--- config.mk ---
export PLATFORM = sky130hd
export DESIGN_NAME = wb_cmd_fifo_flat
export DESIGN_NICKNAME = d
export VERILOG_FILES = /design/src/rtl/wb_cmd_fifo_if.sv /design/src/rtl/wb_cmd_fifo.sv /design/src/flat_wrapper.sv
export SDC_FILE = /design/constraint.sdc
export NUM_CORES = 1
export LEC_CHECK = 0
export CAP_MARGIN = 40
export CELL_PAD_IN_SITES_DETAIL_PLACEMENT = 0
export CELL_PAD_IN_SITES_GLOBAL_PLACEMENT = 2
export CORE_UTILIZATION = 46
export CTS_BUF_LIST = sky130_fd_sc_hd__clkbuf_16
export DETAILED_ROUTE_END_ITERATION = 7
export PLACE_DENSITY_LB_ADDON = 0.1
export SLEW_MARGIN = 20
export SYNTH_ARGS = -nofsm -noshare
export SYNTH_HDL_FRONTEND = slang
export SYNTH_SLANG_ARGS = --single-unit
--- constraint.sdc ---
create_clock -name wb_clk_i -period 8.2 [get_ports wb_clk_i]
set_input_delay 2.05 -clock wb_clk_i [delete_from_list [all_inputs] [get_ports wb_clk_i]]
set_output_delay 2.05 -clock wb_clk_i [all_outputs]
set_load 0.1 [all_outputs]
--- src/rtl/wb_cmd_fifo_if.sv ---
// Bus bundle for wb_cmd_fifo: Wishbone slave port plus the command stream to the user project.
interface wb_cmd_fifo_if;
  logic        wbs_stb_i;
  logic        wbs_cyc_i;
  logic        wbs_we_i;
  logic [3:0]  wbs_sel_i;
  logic [31:0] wbs_dat_i;
  logic [31:0] wbs_adr_i;
  logic        wbs_ack_o;
  logic [31:0] wbs_dat_o;
  logic [31:0] cmd_data_o;
  logic        cmd_valid_o;
  logic        cmd_ready_i;
  logic        overflow_o;

  modport slave (
    input  wbs_stb_i, wbs_cyc_i, wbs_we_i, wbs_sel_i, wbs_dat_i, wbs_adr_i, cmd_ready_i,
    output wbs_ack_o, wbs_dat_o, cmd_data_o, cmd_valid_o, overflow_o
  );

  modport master (
    output wbs_stb_i, wbs_cyc_i, wbs_we_i, wbs_sel_i, wbs_dat_i, wbs_adr_i, cmd_ready_i,
    input  wbs_ack_o, wbs_dat_o, cmd_data_o, cmd_valid_o, overflow_o
  );
endinterface

--- src/rtl/wb_cmd_fifo.sv ---
// Wishbone-fed fall-through command FIFO with status/flush register.
// WB_CMD_FIFO_STALL_EN: pushes to a full FIFO stall unacked instead of dropping and flagging overflow.
module wb_cmd_fifo #(
  parameter logic [31:0] ADDRESS_DATA   = 32'h30000300,
  parameter logic [31:0] ADDRESS_STATUS = 32'h30000304,
  parameter int          ABITS          = 3
) (
  input  logic wb_clk_i,
  input  logic wb_rst_i,
  wb_cmd_fifo_if.slave bus
);

  localparam int DEPTH = 2 ** ABITS;
  localparam logic [ABITS:0] DEPTH_CNT = (ABITS + 1)'(DEPTH);

  logic [31:0]      mem [DEPTH];
  logic [ABITS-1:0] wr_ptr;
  logic [ABITS-1:0] rd_ptr;
  logic [ABITS:0]   count;
  logic             overflow;
  logic             ack;
  logic [31:0]      rd_data;

  logic valid;
  logic hit_data;
  logic hit_stat;
  logic push_req;
  logic pop;
  logic full;
  logic empty;
  logic flush;
  logic ovf_clr;
  logic ovf_set;
  logic push_acc;
  logic ack_next;
  logic [31:0] status;

  // ack is masked so a request held through its ack cycle is seen only once
  assign valid    = bus.wbs_cyc_i & bus.wbs_stb_i & ~ack;
  assign hit_data = (bus.wbs_adr_i == ADDRESS_DATA);
  assign hit_stat = (bus.wbs_adr_i == ADDRESS_STATUS);
  assign push_req = valid & bus.wbs_we_i & hit_data & (bus.wbs_sel_i == 4'hF);
  assign flush    = valid & bus.wbs_we_i & hit_stat & bus.wbs_dat_i[1];
  assign ovf_clr  = valid & bus.wbs_we_i & hit_stat & bus.wbs_dat_i[0];
  assign empty    = (count == '0);
  assign full     = (count == DEPTH_CNT);
  assign pop      = ~empty & bus.cmd_ready_i;
  assign status   = {16'h0000, 8'(count), 5'b00000, overflow, full, empty};

`ifdef WB_CMD_FIFO_STALL_EN
  logic stall;
  assign stall    = push_req & full & ~pop;
  assign push_acc = push_req & ~stall & ~flush;
  assign ovf_set  = 1'b0;
  assign ack_next = valid & (hit_data | hit_stat) & ~stall;
`else
  // a pop in the same cycle frees the slot, so a full-FIFO push is still taken
  assign push_acc = push_req & (~full | pop) & ~flush;
  assign ovf_set  = push_req & full & ~pop & ~flush;
  assign ack_next = valid & (hit_data | hit_stat);
`endif

  always_ff @(posedge wb_clk_i or posedge wb_rst_i) begin
    if (wb_rst_i) begin
      ack      <= 1'b0;
      rd_data  <= 32'h0;
      wr_ptr   <= '0;
      rd_ptr   <= '0;
      count    <= '0;
      overflow <= 1'b0;
    end else begin
      ack <= ack_next;
      if (valid & ~bus.wbs_we_i & (hit_data | hit_stat))
        rd_data <= hit_stat ? status : 32'h0;
      if (flush) begin
        wr_ptr <= '0;
        rd_ptr <= '0;
        count  <= '0;
      end else begin
        if (push_acc) wr_ptr <= wr_ptr + 1'b1;
        if (pop)      rd_ptr <= rd_ptr + 1'b1;
        case ({push_acc, pop})
          2'b10:   count <= count + 1'b1;
          2'b01:   count <= count - 1'b1;
          default: count <= count;
        endcase
      end
      if (ovf_set)
        overflow <= 1'b1;
      else if (ovf_clr)
        overflow <= 1'b0;
    end
  end

  always_ff @(posedge wb_clk_i) begin
    if (push_acc)
      mem[wr_ptr] <= bus.wbs_dat_i;
  end

  assign bus.wbs_ack_o   = ack;
  assign bus.wbs_dat_o   = rd_data;
  assign bus.cmd_data_o  = mem[rd_ptr];
  assign bus.cmd_valid_o = ~empty;
  assign bus.overflow_o  = overflow;

endmodule

--- src/flat_wrapper.sv ---
// flat-port wrapper written by rule: the top's interface ports become plain ports
module wb_cmd_fifo_flat 
#(
  parameter logic [31:0] ADDRESS_DATA   = 32'h30000300,
  parameter logic [31:0] ADDRESS_STATUS = 32'h30000304,
  parameter int          ABITS          = 3
)
  (wb_clk_i, wb_rst_i, bus_wbs_stb_i, bus_wbs_cyc_i, bus_wbs_we_i, bus_wbs_sel_i, bus_wbs_dat_i, bus_wbs_adr_i, bus_cmd_ready_i, bus_wbs_ack_o, bus_wbs_dat_o, bus_cmd_data_o, bus_cmd_valid_o, bus_overflow_o);
  wb_cmd_fifo_if bus_i ();
  input  logic wb_clk_i;
  input  logic wb_rst_i;
  input wire logic [$bits(bus_i.wbs_stb_i)-1:0] bus_wbs_stb_i;
  input wire logic [$bits(bus_i.wbs_cyc_i)-1:0] bus_wbs_cyc_i;
  input wire logic [$bits(bus_i.wbs_we_i)-1:0] bus_wbs_we_i;
  input wire logic [$bits(bus_i.wbs_sel_i)-1:0] bus_wbs_sel_i;
  input wire logic [$bits(bus_i.wbs_dat_i)-1:0] bus_wbs_dat_i;
  input wire logic [$bits(bus_i.wbs_adr_i)-1:0] bus_wbs_adr_i;
  input wire logic [$bits(bus_i.cmd_ready_i)-1:0] bus_cmd_ready_i;
  output wire logic [$bits(bus_i.wbs_ack_o)-1:0] bus_wbs_ack_o;
  output wire logic [$bits(bus_i.wbs_dat_o)-1:0] bus_wbs_dat_o;
  output wire logic [$bits(bus_i.cmd_data_o)-1:0] bus_cmd_data_o;
  output wire logic [$bits(bus_i.cmd_valid_o)-1:0] bus_cmd_valid_o;
  output wire logic [$bits(bus_i.overflow_o)-1:0] bus_overflow_o;
  assign bus_i.wbs_stb_i = bus_wbs_stb_i;
  assign bus_i.wbs_cyc_i = bus_wbs_cyc_i;
  assign bus_i.wbs_we_i = bus_wbs_we_i;
  assign bus_i.wbs_sel_i = bus_wbs_sel_i;
  assign bus_i.wbs_dat_i = bus_wbs_dat_i;
  assign bus_i.wbs_adr_i = bus_wbs_adr_i;
  assign bus_i.cmd_ready_i = bus_cmd_ready_i;
  assign bus_wbs_ack_o = bus_i.wbs_ack_o;
  assign bus_wbs_dat_o = bus_i.wbs_dat_o;
  assign bus_cmd_data_o = bus_i.cmd_data_o;
  assign bus_cmd_valid_o = bus_i.cmd_valid_o;
  assign bus_overflow_o = bus_i.overflow_o;
  wb_cmd_fifo #(.ADDRESS_DATA(ADDRESS_DATA), .ADDRESS_STATUS(ADDRESS_STATUS), .ABITS(ABITS)) u_core (.wb_clk_i(wb_clk_i), .wb_rst_i(wb_rst_i), .bus(bus_i));
endmodule
==> results of run 1 <==
==> placed cells by master (no fill, tap or decap), types with 2 or more instances in the layout <==
cell type / netlist / final
conb_1: 1 / 25
clkinv_1: 0 / 5
o21ai_2: 2 / 2
nand2_2: 2 / 2
clkdlybuf4s50_1: 0 / 115
clkbuf_16: 0 / 28
nor4_4: 6 / 6
o21ai_0: 6 / 6
xnor2_1: 2 / 2
ha_1: 6 / 6
buf_8: 0 / 43
buf_4: 26 / 11
bufinv_16: 0 / 3
dfrtp_2: 0 / 2
nand4_4: 2 / 2
nand2_1: 8 / 8
xor2_1: 5 / 5
a21oi_1: 3 / 3
nor2_1: 16 / 10
mux2_2: 34 / 34
mux4_2: 64 / 64
nor3_1: 3 / 2
inv_1: 11 / 17
nor2_4: 0 / 6
a211oi_1: 2 / 2
and3_1: 2 / 2
nor4b_4: 2 / 2
nand3_1: 7 / 7
clkinv_2: 0 / 5
nor3_2: 2 / 2
edfxtp_1: 256 / 256
dfrtp_1: 19 / 16
==> power by group through the flow <==
stage          clock [uW]  sequential [uW]  combinational, uW
3_3_place_gp            0             1560                115
2_1_floorplan           0             1560               71.5
6_report             1220             1530                121
3_5_place_dp            0             1560                120
4_1_cts              1250             1530                120
5_1_grt              1300             1530                127
==> state kept, by name (all words and copies together), names as in the netlist <==
name and count:
u_core.wr_ptr 3, u_core.bus.wbs_dat_o 7, u_core.bus.overflow_o 1, u_core.count 4, u_core.rd_ptr 3, u_core.mem 256, u_core.bus.wbs_ack_o 1
==> through the flow <==
step | utilization, % | hold slack (ns) | power (uW) | setup WS (ns) | std cells
floorplan | - | 0.515 | 1630 | 2.45 | 548
global placement | 53.4 | 0.497 | 1680 | 2.62 | 945
detailed placement | 56.3 | 0.507 | 1680 | 2.88 | 990
CTS | 60.2 | 0.523 | 2900 | 2.58 | 1041
global route | 60.2 | 0.538 | 2960 | 2.50 | 1042
finish | 60.2 | 0.518 | 2870 | 2.70 | 1042
==> critical path, stage by stage (launching register included) <==
cell	delay, ns
dfrtp_4	0.61
buf_16	0.30
buf_4	0.47
mux4_2	0.57
mux2_2	0.30
clkdlybuf4s50_1	0.47
buf_8	0.19
==> per-layer routing <==
layer | up-vias | share of wire (%)
met4 | 0 | 1.3
met1 | 2804 | 42
met2 | 115 | 53
li1 | 2454 | -
met3 | 23 | 3.4
met5 | - | 0
==> worst max path at each step <==
| stage | from | endpoint | slack (ns) | cells after the start |
|---|---|---|---|---|
| floorplan | bus_wbs_adr_i[17] | u_core.mem[1][0] | 2.45 | 5 |
| global placement | u_core.rd_ptr[0] | bus_cmd_data_o[3] | 2.62 | 4 |
| detailed placement | bus_wbs_adr_i[17] | u_core.mem[0][24] | 2.88 | 7 |
| CTS | u_core.rd_ptr[0] | bus_cmd_data_o[3] | 2.58 | 6 |
| global route | u_core.rd_ptr[0] | bus_cmd_data_o[3] | 2.50 | 6 |
| finish | u_core.rd_ptr[0] | bus_cmd_data_o[3] | 2.70 | 6 |
==> cell families after synthesis <==
family / synth area share, %
DFF: 73.5
muxes: 16.5
and+or+nand+nor: 4.40
buffers and inverters: 3.08
AOI/OAI and AO/OA: 1.19
xor gates and xnor gates: 0.552
adders and majority gates: 0.676
other: 0.0338
==> final cells by class <==
type                            instances  area (um^2)
Sequential cell                       275         8170
Clock buffer                           28          701
Multi-Input combinational cell        215         2740
Inverter                               11         41.3
Timing Repair Buffer                  171         1930
Fill cell                            1733         9370
Tap cell                              319          399
Clock inverter                         23          198
==> summary.txt, run 1 <==
Job
  • # Max-Cap Violations: 0

Global routing
  • GR Layer Usage met1: between 20% and 30%
  • Global routing's busiest layer: met2
  • Antenna violations before repair: 0
  • Total Routing Usage GR: 18.1%
  • Number of global-route vias before repair: a little under 6000
  • Met2 Track Usage GR: 32.5%
  • Global-route wire length before repair: 33.1 mm
  • Largest net degree at the start of global routing: 40
  • Met3 usage: roughly 2.5%
  • Gr ovfl total: 0

CTS
  • Root buffer cell: clkbuf_16
  • Longest Clk Path Bufs: 3
  • Clk_lat worst skew: 0.53 ns
  • Postcts setup bufs: 0
  • Num CTS Buffers: 28
  • CTS Sinks: roughly 280
  • Post-CTS Hold Buffers: 0
  • Post-cts resize count: 0
  • Clock-pin slew on the worst setup and hold paths: ~0.060 ns
  • H-tree lvl count: 1
  • CTS tree: yes

Routing
  • Antenna Nets Post-Route: 0
  • First DRT Iteration DRCs: around 230
  • Via Count: 5396
  • Via/cell ratio: 5.18
  • Initial DRT Pass Iterations: 4
  • Final wirelength: between 20 and 25 mm
  • Wire per inst: slightly above 20 um
  • DR DRC count: 0

Power and ir drop
  • Switching Fraction: approximately a fifth
  • Int Pwr: around 2300 uW
  • Clk pwr share: between 40 and 50%
  • Pleak: about 0.0047 uW
  • Seq pwr share: approximately 53%
  • Comb power frac: ~4.2%
  • PD cells: 203 mW/mm^2
  • NetSw: roughly 600 uW
  • VDD IR-drop max: approximately 180 uV

Floorplan
  • IO Pins: approximately 140
  • Die Wd: roughly 160 um
  • Core ar.: between 0.02 and 0.025 mm^2
  • Cell Rows: 56
  • Die ar.: 0.0248 mm^2
  • Die Y: between 150 and 200 um
  • Starting Density: roughly 47%

Setup path
  • Worst Reg-to-Reg Cells: 6
  • Endpoint arrival time on the critical path: between 3 and 4 ns
  • Max FO, Critical Path: 33
  • CP required: a little over 6 ns
  • R2R Path End: u_core.mem[0][24]
  • Critical Path End Type: primary output
  • Worst Setup Start Kind: flip-flop
  • Critical R2R Launch: u_core.bus.wbs_ack_o
  • Worst Setup Path Type: reg2out
  • R2R Setup Slk: roughly 5.2 ns

Yosys
  • Most area-hungry cell type in the Yosys netlist: edfxtp_1
  • Yosys top cell area share: 69.3%
  • #FFs+latches synth: 275
  • Synth Warn #: 0
  • Synth Cell Area: ~0.011 mm^2
  • Most common cell in the netlist: edfxtp_1
  • Avg Inst Size Synth: 21.2 um^2
  • Synth area leaders: edfxtp_1 (69%), mux4_2 (13%), dfrtp_1 (4.3%)
  • Cells after Synth: around 520
  • Post-synth EDFFs: ~260
  • Post-synth cell types: 44
  • Commonest cells in the netlist: edfxtp_1 (256), mux4_2 (64), mux2_2 (34)
  • Post-synth ARST share: 6.91%
  • Sequential area share after synthesis: about three quarters
  • Ys flop type: edfxtp_1

Outcome
  • Run status: completed

STA
  • Clock skew: between 0.01 and 0.015 ns
  • Crit path time final: around 5.5 ns
  • Fmax: roughly 180 MHz
  • Max_slew headroom: about half
  • Fin. Hold Viols: 0
  • RSZ-0062 raised after global routing: false
  • Final TNS setup: 0 ns
  • Worst slew pin tran: roughly 0.74 ns
  • Max-slew violations: 0
  • Fin crit share: 67.0%
  • Final setup fails: 0

Min path
  • Hold_sp: u_core.bus.wbs_dat_o[0]
  • Hold endpoint: u_core.bus.wbs_dat_o[0]
  • WHS Path Cells: 1
  • HP Class: reg2reg

Cells and area
  • Layout cells sized above 1: a little under a third
  • Final instance area: around 0.014 mm^2
  • Total Nets Final: 782
  • Diodes inserted: 0
  • Synth-to-Final Area Change: 27.7%

Placement
  • GPL Wtd Cong: around 0.72
  • Port Buf Inserts: about 120
  • HPWL Detailed: 13.0 mm
  • Placed Area: approximately 0.013 mm^2
Note: power is estimated with default switching activity, not from simulation.
==> run 2, diff against run 1 <==
--- a/config.mk
+++ b/config.mk
@@ -8,7 +8,7 @@
 export CAP_MARGIN = 40
 export CELL_PAD_IN_SITES_DETAIL_PLACEMENT = 0
 export CELL_PAD_IN_SITES_GLOBAL_PLACEMENT = 2
-export CORE_UTILIZATION = 46
+export CORE_UTILIZATION = 38
 export CTS_BUF_LIST = sky130_fd_sc_hd__clkbuf_16
 export DETAILED_ROUTE_END_ITERATION = 7
 export PLACE_DENSITY_LB_ADDON = 0.1
==> constraint.sdc (replaced) <==
create_clock -name wb_clk_i -period 4.6 [get_ports wb_clk_i]
set_input_delay 1.15 -clock wb_clk_i [delete_from_list [all_inputs] [get_ports wb_clk_i]]
set_output_delay 1.15 -clock wb_clk_i [all_outputs]
set_load 0.1 [all_outputs]
==> summary.txt, run 2 (same netlist as run 1, synthesis figures left out) <==
Outcome
  • Run status: completed

STA
  • Fin. Hold Viols: 0 (unchanged)
  • Final setup fails: 0 (unchanged)
  • Clock skew: 0.0123 ns (+0.00219 ns)
  • Max-slew violations: 0 (unchanged)
  • RSZ-0062 raised after global routing: false
  • Crit path time final: about 3.9 ns
  • Max_slew headroom: 55.7% (+4.8 points)
  • Fin crit share: a little over four fifths
  • Final TNS setup: 0 ns (unchanged)
  • Fmax: between 200 and 300 MHz
  • Worst slew pin tran: 0.665 ns (-0.0727 ns)

Placement
  • Cells after DPL: 1031 (+4.1%)
  • HPWL Detailed: 13.6 mm (+4.7%)
  • Port Buf Inserts: 115 (unchanged)
  • GPL Wtd Cong: 0.722 (+0.26%)

Routing
  • Initial DRT Pass Iterations: 4 (unchanged)
  • DR DRC count: 0 (unchanged)
  • Antenna Nets Post-Route: 0 (unchanged)
  • Via/cell ratio: 4.91 (-5.1%)
  • Via Count: 5337 (-1.1%)
  • Final wirelength: 22.8 mm (+7.0%)
  • First DRT Iteration DRCs: 286 (+25%)
  • Wire per inst: 21.0 um (+2.7%)

Power and ir drop
  • Clk pwr share: 43.3% (+0.9 points)
  • Int Pwr: 4120 uW (+80%)
  • VDD IR-drop max: 243 uV (+34%)
  • NetSw: 1070 uW (+83%)
  • PD cells: 374 mW/mm^2 (+85%)
  • Power consumption: 5190 uW (+81%)
  • Pleak: 0.00460 uW (-2.9%)
  • Seq pwr share: 52.7% (-0.7 points)
  • Switching Fraction: 20.6% (+0.26 points)
  • Comb power frac: 4.1% (about the same)

Setup path
  • Worst Setup Path Type: reg2out
  • Worst Setup Start Kind: flip-flop
  • Worst Reg-to-Reg Cells: 9 (+3)
  • Endpoint arrival time on the critical path: 2.73 ns (-0.72 ns)
  • CP peak stage delay: 0.78 ns (+0.17 ns)
  • Largest delay share family, worst path: multiplexers
  • Levels on crit path: 4 (-2)
  • Crit-path cells: buf_12 > mux4_2 > mux2_2 > buf_4
  • Slowest-stage cell, CP: dfrtp_4
  • Max FO, Critical Path: 26 (-21%)
  • CP bufs+invs: 2 (-2)
  • Critical Path End Type: primary output
  • CP required: 3.45 ns (-2.70 ns)

CTS
  • CTS Sinks: 275 (unchanged)
  • Num CTS Buffers: 30 (+7.1%)
  • Postcts setup bufs: 0 (unchanged)
  • H-tree lvl count: 1 (unchanged)
  • CTS tree: yes
  • Longest Clk Path Bufs: 3 (unchanged)
  • Post-cts resize count: 0 (unchanged)
  • Clock-pin slew on the worst setup and hold paths: 0.06 ns (about the same)
  • Post-CTS Hold Buffers: 0 (unchanged)
  • Clk_lat worst skew: 0.54 ns (about the same)
  • Root buffer cell: clkbuf_16

Min path
  • WHS Path Cells: 1 (unchanged)
  • HP Class: reg2reg

Global routing
  • Gr ovfl total: 0 (unchanged)
  • Largest net degree at the start of global routing: 45 (+13%)
  • Antenna violations before repair: 1 (+1)
  • Global-route wire length before repair: 35.0 mm (+5.7%)
  • Total Routing Usage GR: 15.4% (-2.7 points)
  • Number of global-route vias before repair: 6014 (+3.2%)

Cells and area
  • Commonest cells after routing, fill and taps aside: edfxtp_1 (256), clkdlybuf4s50_1 (83), mux4_2 (64)
  • Layout Utilization: 48.3% (-12 points)
  • Most common cell after layout, fill and taps aside: edfxtp_1
  • Largest Register: u_core.mem
  • Layout cells sized above 1: 33.8% (+2.6 points)
  • Max reg flops: 256 (unchanged)
  • Synth-to-Final Area Change: 24.9%
  • Layout Cells excl Fill: 1086 (+4.2%)
  • Diodes inserted: 0 (unchanged)
  • Total Nets Final: 760 (-2.8%)

Floorplan
  • Starting Density: 38.7% (-8.5 points)
  • Die Wd: 173 um (+9.9%)
  • Die ar.: 0.0299 mm^2 (+21%)
  • Core ar.: 0.0287 mm^2 (+22%)
  • Cell Rows: 62 (+11%)
  • IO Pins: 141 (unchanged)
  • Die Y: 173 um (+9.9%)

Job
  • # Max-Cap Violations: 0 (unchanged)
-- run 2: cell types whose count changed in the layout (fill, tap and decap cells not counted), moves of 2 or more --
cell and delta:
inv_1 -3, buf_8 -36, buf_12 +4, buf_16 +2
clkbuf_16 +3, clkdlybuf4s50_1 -32, clkinv_2 +4, buf_4 +37
clkinv_1 +2
-- run 2: final timing paths --
| path | start | end | slack [ns] |
|---|---|---|---|
| hold reg to reg | u_core.bus.wbs_dat_o[1] | u_core.bus.wbs_dat_o[1] | 0.52 |
| setup / recovery | u_core.rd_ptr[0] | bus_cmd_data_o[1] | 0.72 |
| max in group asynchronous | wb_rst_i | u_core.rd_ptr[1] | 3.23 |
| setup reg to reg | u_core.count[1] | u_core.count[3] | 1.71 |
| hold / removal | u_core.bus.wbs_dat_o[1] | u_core.bus.wbs_dat_o[1] | 0.52 |
| min in group asynchronous | wb_rst_i | u_core.bus.overflow_o | 0.92 |
-- run 2: power by group through the flow --
stage / sequential [uW] / combinational (uW) / clock (uW)
2_1_floorplan: 2790 / 128 / 0
3_3_place_gp: 2790 / 205 / 0
3_5_place_dp: 2790 / 211 / 0
4_1_cts: 2730 / 211 / 2300
5_1_grt: 2730 / 221 / 2380
6_report: 2730 / 211 / 2250
-- run 2: metal layers --
metal / track usage (%) / up-vias / share of wire (%)
li1: - / 2400 / -
met1: 19.3 / 2800 / 42
met2: 28.0 / 102 / 53
met3: 2.44 / 33 / 3.8
met4: 3.76 / 2 / 1.6
met5: 0 / - / 0.057
-- run 2: layout make-up --
class	instances	area (um^2)
multi-input cells	215	2750
flip-flops and latches	275	8170
well taps	384	480
clock buffers	31	776
repair buffers	147	1490
inverters	11	41.3
fillers	2397	14800
clock inverters	23	158
-- run 2: stage by stage --
stage | cell area [um^2] | hold slack, ns | setup WS (ns)
after floorplan | 11200 | 0.515 | 0.582
after global placement | 12700 | 0.497 | 0.413
after detailed placement | 12900 | 0.509 | 0.351
after CTS | 13900 | 0.523 | 0.638
after global routing | 13900 | 0.540 | 0.581
final | 13900 | 0.517 | 0.721
==> run 3, diff against run 2 <==
==> constraint.sdc (replaced) <==
create_clock -name wb_clk_i -period 3.26 [get_ports wb_clk_i]
set_input_delay 0.815 -clock wb_clk_i [delete_from_list [all_inputs] [get_ports wb_clk_i]]
set_output_delay 0.815 -clock wb_clk_i [all_outputs]
set_load 0.1 [all_outputs]
==> summary.txt, run 3 (same netlist as run 1, synthesis figures left out) <==
Outcome
  • Run status: completed

Floorplan
  • Die Y: 173 um (unchanged)
  • IO Pins: 141 (unchanged)
  • Die ar.: 0.0299 mm^2 (unchanged)
  • Core ar.: 0.0287 mm^2 (unchanged)
  • Starting Density: 38.7% (unchanged)
  • Die Wd: 173 um (unchanged)
  • Cell Rows: 62 (unchanged)

Global routing
  • Antenna violations before repair: 0 (-1)
  • Gr ovfl total: 0 (unchanged)
  • Largest net degree at the start of global routing: 39 (-13%)
  • Number of global-route vias before repair: 5942 (-1.2%)
  • Global-route wire length before repair: 35.7 mm (+1.9%)
  • Total Routing Usage GR: 15.8% (+0.34 points)

Cells and area
  • Total Nets Final: 769 (+1.2%)
  • Layout cells sized above 1: 35.3% (+1.5 points)
  • Most common cell after layout, fill and taps aside: edfxtp_1
  • Final instance area: 0.0143 mm^2 (+3.2%)
  • Commonest cells after routing, fill and taps aside: edfxtp_1 (256), clkdlybuf4s50_1 (73), mux4_2 (64)
  • Synth-to-Final Area Change: 28.9%
  • Max reg flops: 256 (unchanged)
  • Diodes inserted: 0 (unchanged)
  • Largest Register: u_core.mem
  • Fill count: 2369 (-1.2%)

Setup path
  • Last element of the critical path: bus_cmd_data_o[10]
  • Endpoint arrival time on the critical path: 2.34 ns (-0.39 ns)
  • Worst Setup Path Type: reg2out
  • CP required: 2.44 ns (-1.01 ns)
  • Crit path from: u_core.rd_ptr[0]
  • Critical Path End Type: primary output
  • Worst Setup Start Kind: flip-flop
  • Critical R2R Launch: u_core.count[1]
  • Worst Reg-to-Reg Cells: 9 (unchanged)
  • Max FO, Critical Path: 28 (+7.7%)
  • R2R Setup Slk: 0.43 ns (-1.28 ns)
  • R2R Path End: u_core.count[3]

CTS
  • Post-CTS Hold Buffers: 0 (unchanged)
  • Clk_lat worst skew: 0.54 ns (about the same)
  • Longest Clk Path Bufs: 3 (unchanged)
  • CTS tree: yes
  • Root buffer cell: clkbuf_16
  • Clock-pin slew on the worst setup and hold paths: 0.06 ns (about the same)
  • Num CTS Buffers: 29 (-3.3%)
  • H-tree lvl count: 1 (unchanged)
  • Postcts setup bufs: 0 (unchanged)
  • CTS Sinks: 275 (unchanged)

STA
  • Final setup margin: 0.103 ns (-0.618 ns)
  • RSZ-0062 raised after global routing: false
  • Max-slew violations: 0 (unchanged)
  • Final setup fails: 0 (unchanged)
  • Fin. Hold Viols: 0 (unchanged)
  • Fmax: around 320 MHz
  • Crit path time final: 3.16 ns
  • Fin crit share: a little over nine tenths
  • Clock skew: 0.00789 ns (-0.00440 ns)

Routing
  • Final wirelength: 23.0 mm (+1.2%)
  • Wire per inst: 21.1 um (+0.59%)
  • First DRT Iteration DRCs: 344 (+20%)
  • DR DRC count: 0 (unchanged)
  • Antenna Nets Post-Route: 0 (unchanged)
  • Initial DRT Pass Iterations: 4 (unchanged)
  • Via Count: 5358 (+0.39%)
  • Via/cell ratio: 4.90 (-0.25%)

Power and ir drop
  • Int Pwr: 5790 uW (+41%)
  • NetSw: 1480 uW (+38%)
  • VDD IR-drop max: 439 uV (+81%)
  • Clk pwr share: 42.7% (-0.6 points)
  • PD cells: 508 mW/mm^2 (+36%)
  • Comb power frac: 4.2% (about the same)
  • Seq pwr share: 53.1% (+0.4 points)
  • Pleak: 0.00478 uW (+4.0%)
  • Switching Fraction: 20.3% (-0.33 points)

Placement
  • Pre-CTS WS: -0.391 ns (-0.742 ns)
  • Port Buf Inserts: 115 (unchanged)
  • HPWL Detailed: 13.8 mm (+1.1%)
  • Placed Area: 0.0134 mm^2 (+3.4%)
  • GPL Wtd Cong: 0.692 (-4.2%)

Job
  • # Max-Cap Violations: 0 (unchanged)

Min path
  • HP Class: in2async
==> run 3: through the flow <==
| stage | utilization, % | total power [uW] | hold WS (ns) | setup TNS (ns) | cells |
|---|---|---|---|---|---|
| global placement | 46.5 | 4230 | 0.498 | -0.606 | 1040 |
| CTS | 49.7 | 7360 | 0.527 | 0 | 1091 |
| detailed placement | 46.5 | 4240 | 0.508 | -1.43 | 1040 |
| global route | 49.8 | 7500 | 0.431 | 0 | 1093 |
| floorplan | - | 4110 | 0.515 | -97.71 | 548 |
| finish | 49.8 | 7270 | 0.440 | 0 | 1093 |
==> run 3: worst min-delay path by stage <==
stage                             from  slack [ns]                       end  depth (start not counted)
3_3_place_gp   u_core.bus.wbs_dat_o[0]        0.50   u_core.bus.wbs_dat_o[0]                          1
2_1_floorplan          u_core.count[3]        0.52  u_core.bus.wbs_dat_o[11]                          2
6_report                      wb_rst_i        0.44           u_core.count[0]                          2
3_5_place_dp   u_core.bus.wbs_dat_o[1]        0.51   u_core.bus.wbs_dat_o[1]                          1
5_1_grt                       wb_rst_i        0.43           u_core.count[0]                          2
4_1_cts        u_core.bus.wbs_dat_o[1]        0.53   u_core.bus.wbs_dat_o[1]                          1
==> run 3: what timing repair did <==
action,4_1_cts,5_1_grt
hold endpoints to repair,0,0
endpoints found under the setup margin,0,13
resized for setup,0,1
==> run 3: layer usage <==
| metal | GRT usage, % | up-vias | wire length, um |
|---|---|---|---|
| met5 | 0 | - | 0 |
| met4 | 3.69 | 0 | 388 |
| met3 | 2.37 | 34 | 772 |
| met2 | 28.2 | 106 | 12200 |
| met1 | 20.2 | 2784 | 9720 |
| li1 | - | 2434 | - |
==> run 3: critical path: stages, from the launching register on <==
cell and delay, ns:
dfrtp_4 0.49, buf_12 0.27, mux4_2 0.54, mux2_2 0.32, buf_12 0.18
==> run 3: cell type report <==
| class | count | area, um^2 | area share (%) |
|---|---|---|---|
| flip-flops and latches | 275 | 8170 | 57.1 |
| well taps | 384 | 480 | 3.36 |
| repair buffers | 157 | 1970 | 13.8 |
| multi-input cells | 215 | 2750 | 19.2 |
| clock inverters | 22 | 171 | 1.20 |
| clock buffers | 29 | 726 | 5.07 |
| inverters | 11 | 41.3 | 0.289 |
==> run 3: power by group through the flow <==
stage	sequential (uW)	combinational, uW	clock (uW)
2_1_floorplan	3930	180	0
3_3_place_gp	3930	298	0
3_5_place_dp	3930	305	0
4_1_cts	3860	306	3190
5_1_grt	3850	321	3330
6_report	3860	307	3100
